==> src/rtl/uart_rx_8n1.sv <==
// 8N1 UART receiver: 2-flop synchronizer, mid-bit sampling FSM and a
// single-entry valid/ready output register with frame-error and overrun pulses.
module uart_rx_8n1 #(
    parameter int unsigned CLK_DIV = 32
) (
    input  logic       clk,
    input  logic       rst,
    input  logic       rx_i,
    input  logic       ready_i,
    output logic [7:0] data_o,
    output logic       valid_o,
    output logic       frame_err_o,
    output logic       overrun_o
);

    localparam int unsigned CNT_W = $clog2(CLK_DIV);
    localparam logic [CNT_W-1:0] HALF_M1 = CNT_W'(CLK_DIV / 2 - 1);
    localparam logic [CNT_W-1:0] FULL_M1 = CNT_W'(CLK_DIV - 1);

    typedef enum logic [2:0] {
        S_IDLE,
        S_START,
        S_DATA,
        S_STOP,
        S_WAIT_IDLE
    } state_t;

    state_t           state_q, state_d;
    logic [CNT_W-1:0] cnt_q, cnt_d;
    logic [2:0]       idx_q, idx_d;
    logic [7:0]       shift_q, shift_d;
    logic [7:0]       data_q, data_d;
    logic             valid_q, valid_d;
    logic             frame_err_q, frame_err_d;
    logic             overrun_q, overrun_d;
    logic             rx_meta_q, rx_s_q;
    logic             frame_done_c;

    // Next-state, bit sampling and output-register update
    always_comb begin
        state_d      = state_q;
        cnt_d        = cnt_q + 1'b1;
        idx_d        = idx_q;
        shift_d      = shift_q;
        data_d       = data_q;
        valid_d      = valid_q;
        frame_err_d  = 1'b0;
        overrun_d    = 1'b0;
        frame_done_c = 1'b0;

        case (state_q)
            S_IDLE: begin
                cnt_d = '0;
                if (!rx_s_q) state_d = S_START;
            end
            S_START: begin
                if (cnt_q == HALF_M1) begin
                    if (rx_s_q) begin
                        state_d = S_IDLE;
                    end else begin
                        state_d = S_DATA;
                        cnt_d   = '0;
                        idx_d   = '0;
                    end
                end
            end
            S_DATA: begin
                if (cnt_q == FULL_M1) begin
                    cnt_d          = '0;
                    shift_d[idx_q] = rx_s_q;
                    if (idx_q == 3'd7) state_d = S_STOP;
                    else               idx_d   = idx_q + 3'd1;
                end
            end
            S_STOP: begin
                if (cnt_q == FULL_M1) begin
                    cnt_d        = '0;
                    frame_done_c = rx_s_q;
                    frame_err_d  = !rx_s_q;
                    state_d      = rx_s_q ? S_IDLE : S_WAIT_IDLE;
                end
            end
            S_WAIT_IDLE: begin
                cnt_d = '0;
                if (rx_s_q) state_d = S_IDLE;
            end
            default: begin
                state_d = S_IDLE;
                cnt_d   = '0;
            end
        endcase

        // A completed byte lands only if the holding register is free or being drained
        if (frame_done_c) begin
            if (!valid_q || ready_i) begin
                data_d  = shift_q;
                valid_d = 1'b1;
            end else begin
                overrun_d = 1'b1;
            end
        end else if (valid_q && ready_i) begin
            valid_d = 1'b0;
        end
    end

    always_ff @(posedge clk) begin
        if (rst) begin
            state_q     <= S_IDLE;
            cnt_q       <= '0;
            idx_q       <= '0;
            shift_q     <= '0;
            data_q      <= '0;
            valid_q     <= 1'b0;
            frame_err_q <= 1'b0;
            overrun_q   <= 1'b0;
            rx_meta_q   <= 1'b1;
            rx_s_q      <= 1'b1;
        end else begin
            state_q     <= state_d;
            cnt_q       <= cnt_d;
            idx_q       <= idx_d;
            shift_q     <= shift_d;
            data_q      <= data_d;
            valid_q     <= valid_d;
            frame_err_q <= frame_err_d;
            overrun_q   <= overrun_d;
            rx_meta_q   <= rx_i;
            rx_s_q      <= rx_meta_q;
        end
    end

    assign data_o      = data_q;
    assign valid_o     = valid_q;
    assign frame_err_o = frame_err_q;
    assign overrun_o   = overrun_q;

endmodule

==> config.mk <==
export PLATFORM = sky130hd
export DESIGN_NAME = uart_rx_8n1
export DESIGN_NICKNAME = d
export VERILOG_FILES = /design/src/rtl/uart_rx_8n1.sv
export SDC_FILE = /design/constraint.sdc
export NUM_CORES = 1
export LEC_CHECK = 0
export CORE_UTILIZATION = 50
export DETAILED_ROUTE_END_ITERATION = 8
export PLACE_DENSITY = 0.74
export SLEW_MARGIN = 5
export SYNTH_ARGS = -nofsm -noshare
export SYNTH_HDL_FRONTEND = slang
export SYNTH_SLANG_ARGS = --single-unit
==> constraint.sdc <==
create_clock -name clk -period 1.8 [get_ports clk]
set_input_delay 0.27 -clock clk [delete_from_list [all_inputs] [get_ports clk]]
set_output_delay 0.27 -clock clk [all_outputs]
set_load 0.01 [all_outputs]
==> summary by stage <==
Hold path
Along the worst hold path, the cell count comes to 1. The type of the most critical hold path is flop to flop.

Timing
The top achievable clock speed is 564.0 MHz. The number of setup violations in the final report is 0. Setup repair after global routing could not meet its margin everywhere. The total count of max-transition violations in the final report is 0.

The post-route clock period utilization is 98.51%. Measured against its own limit, the worst slew margin works out to 61.38%. Between clock sinks in the finished design, the worst skew comes to 0.01278 ns. The pin slew with the least headroom to its limit is between 0.5 and 0.6 ns. For the finished layout, the period the worst path requires is about 1.8 ns.

The final hold violation count is 0.

Job
Across the run, the number of max-cap violations was 0.

Layout
Leaving out fill and tap cells, the most frequent cell in the layout is sky130_fd_sc_hd__dfxtp_1. The final-layout fill cell count is about 230. The finished layout cell area is 1929 um2. The share of final-layout standard cells stronger than drive strength 1 is 23.50%.

The number of nets in the layout is 194. The antenna diode count is 0. After the flow finishes, the layout carries non-filler instances totaling 214. The final cell utilization of the core is 67.63%. The area growth from synthesis to layout is 24.15%.

The top cell types in the final layout, fill and taps aside, are 30 x sky130_fd_sc_hd__dfxtp_1, 26 x sky130_fd_sc_hd__nor2_1, 20 x sky130_fd_sc_hd__mux2i_1.

Placed design
The placed instances occupy a cell area of 1739 um2. The final weighted congestion of routability-driven global placement is 0.7515. Input and output buffers added on the ports amount to 14.

The instance count after placement with tap cells included is roughly 200. The detailed-placement wirelength estimate is roughly 2.0 mm.

Clock tree
TritonCTS created 5 clock buffers. TritonCTS built the clock tree. The number of sinks driven by the clock tree is 32.

The clock reaches the later pin of the worst-skew pair after 0.34 ns. The number of buffers inserted for hold repair after clock tree synthesis is 0. Clock tree synthesis selected as its root buffer the cell sky130_fd_sc_hd__clkbuf_4. The largest buffer count on any clock path is 2. Clock-pin slew was measured on the worst setup and hold paths at approximately 0.090 ns. The clock tree synthesis step divided the H-tree into 2 levels.

Status
The flow ran to the end, and the final reports show no timing, DRC or antenna violations.

Yosys
After synthesis, the share of flip-flops with an asynchronous set or reset is 0%. The number of instances in the synthesized netlist is 157. Averaged over all synthesized cells, the footprint is 9.898 um2. After synthesis the cells add up to 1554 um2. The number of different library cells used by synthesis comes to 45. When the netlist entered floorplanning its net count stood at 169. The warning count from the yosys run is 0.

Summing the sequential cell areas from Yosys gives between 40% and 50% of the chip area. The most used flip-flop cell after synthesis is sky130_fd_sc_hd__dfxtp_1. Counting flops with a built-in enable in the synthesized netlist gives 0. The synthesized design contains 32 register bits.

GRT
The number of global-route vias before repair is ~1,100. Entering global routing, the biggest net connects 17 pins. The number of antenna violations at the first check in global routing is 0. The first-pass GRT wire length is slightly below 5 mm. Across every metal layer, demand over resource in global routing totals 19.61%.

The remaining global-route overflow is 0.

Die
The floorplan die width is 57.75 um. The die outline height is 57.75 um. The cell row count is 19. The effective utilization at floorplan is 54.47%. The core region is 2853 um2.

The I/O pin count is 15. The total die area is ~3300 um2.

Power and ir drop
The leakage component of the power is 0.0007095 uW. After layout, the design draws a total of 1294 uW. Power spread over the standard cell area amounts to 670.6 nW/um2. Across the VDD grid, the largest voltage drop is 0.4637 mV.

Critical path
At the worst endpoint, the required time is ~2.0 ns. In this run the worst path has a maximum fanout of 3. The worst endpoint data arrival time is 2.00 ns. The worst setup path category is flop to flop.

The path depth of the worst reg2reg path is 8. STA classifies the critical path endpoint as a flop. The sort of element at the start of the critical path is a flop.

Detailed routing
The overall via count from detail_route is 1,178. The routed wirelength normalized by instance count is 13.90 um. Before antenna repair, the detailed router went through 4 iterations. For this block, the routed nets add up to between 2 and 3 mm of wire. The count of nets left with antenna violations once routing finished came out at 0.

After the first detailed-routing iteration, the DRC count stood at 14. In the routed design, unresolved DRC markers number 0. Using the TritonRoute via totals, the vias-per-cell ratio works out to 5.505.
worst max-delay path: stages, from the launching register on:
cell and delay (ns):
sky130_fd_sc_hd__dfxtp_2 0.36, sky130_fd_sc_hd__ha_4 0.13, sky130_fd_sc_hd__and3_4 0.21, sky130_fd_sc_hd__buf_6 0.11
sky130_fd_sc_hd__ha_4 0.13, sky130_fd_sc_hd__nor2_1 0.04, sky130_fd_sc_hd__o21bai_1 0.24, sky130_fd_sc_hd__nand2_1 0.13
sky130_fd_sc_hd__mux2_4 0.30
sequential cells by signal, summed over array words and instances, names as in the netlist:
| name | cells |
|---|---|
| cnt_q | 5 |
| idx_q | 3 |
| state_q | 3 |
| frame_err_o | 1 |
| valid_o | 1 |
| rx_s_q | 1 |
| overrun_o | 1 |
| shift_q | 8 |
| rx_meta_q | 1 |
| data_o | 8 |
metal layers:
layer / GRT usage (%) / part of all wire (%)
met1: 23.27 / 45
met2: 32.39 / 49
met3: 7.366 / 4.3
met4: 7.483 / 2.1
met5: 0 / 0
layout make-up:
cell class,instances,area [um2],area share (%)
Sequential cell,32,643.1,33.33
Clock buffer,6,41.29,2.140
Timing Repair Buffer,29,256.5,13.29
Inverter,5,18.77,0.9728
Clock inverter,2,35.03,1.816
Multi-Input combinational cell,109,895.9,46.43
Tap cell,31,38.79,2.010
path summary, 6_finish.rpt:
check	startpoint	endpoint	slack, ns
max	cnt_q[0]$_SDFF_PP0_	state_q[1]$_SDFFE_PP0P_	0.03
min	rx_meta_q$_SDFF_PP1_	rx_s_q$_SDFF_PP1_	0.42
max reg2reg	cnt_q[0]$_SDFF_PP0_	state_q[1]$_SDFFE_PP0P_	0.03
min reg2reg	rx_meta_q$_SDFF_PP1_	rx_s_q$_SDFF_PP1_	0.42
what timing repair did:
action	4_1_cts	5_1_grt
pin swaps	2	7
setup buffers	2	3
cloned	0	0
gates resized for setup	8	6
hold endpoints to repair	0	0
endpoints found under the setup margin	14	21
metrics by stage:
| step | setup TNS, ns | hold WS [ns] | worst slack, ns |
|---|---|---|---|
| finish | 0 | 0.4178 | 0.02691 |
| global route | -0.4278 | 0.4279 | -0.05582 |
| CTS | -0.01506 | 0.4210 | -0.01506 |
| detailed placement | -0.6872 | 0.3997 | -0.08257 |
| global placement | 0 | 0.3973 | 0.002270 |
| floorplan | 0 | 0.3738 | 0.02619 |
logic make-up after synthesis:
kind of cell               share of synthesized area, %
buffers and inverters                             5.636
xor gates and xnor gates                          1.691
AOI/OAI and AO/OA                                 4.268
and+or+nand+nor                                   26.89
adders and majority gates                         6.441
DFF                                               41.22
muxes                                             13.85
cell usage after synthesis, types with 3 or more instances:
cell	number	share of area, %
sky130_fd_sc_hd__mux2i_1	20	13
sky130_fd_sc_hd__nand2_1	4	0.97
sky130_fd_sc_hd__and3_1	3	1.2
sky130_fd_sc_hd__nor3_1	4	1.3
sky130_fd_sc_hd__buf_6	3	2.2
sky130_fd_sc_hd__inv_1	3	0.72
sky130_fd_sc_hd__ha_1	8	6.4
sky130_fd_sc_hd__clkbuf_1	6	1.4
sky130_fd_sc_hd__nor2_1	26	6.3
sky130_fd_sc_hd__nand2b_1	4	1.6
sky130_fd_sc_hd__dfxtp_1	32	41
power by group:
group	total (uW)	internal [uW]	switching, uW
Sequential	720	712	8.05
Combinational	49.3	24.2	25.1
Clock	524	291	234
Total	1290	1030	267
Power figures use the tool's default switching activity.
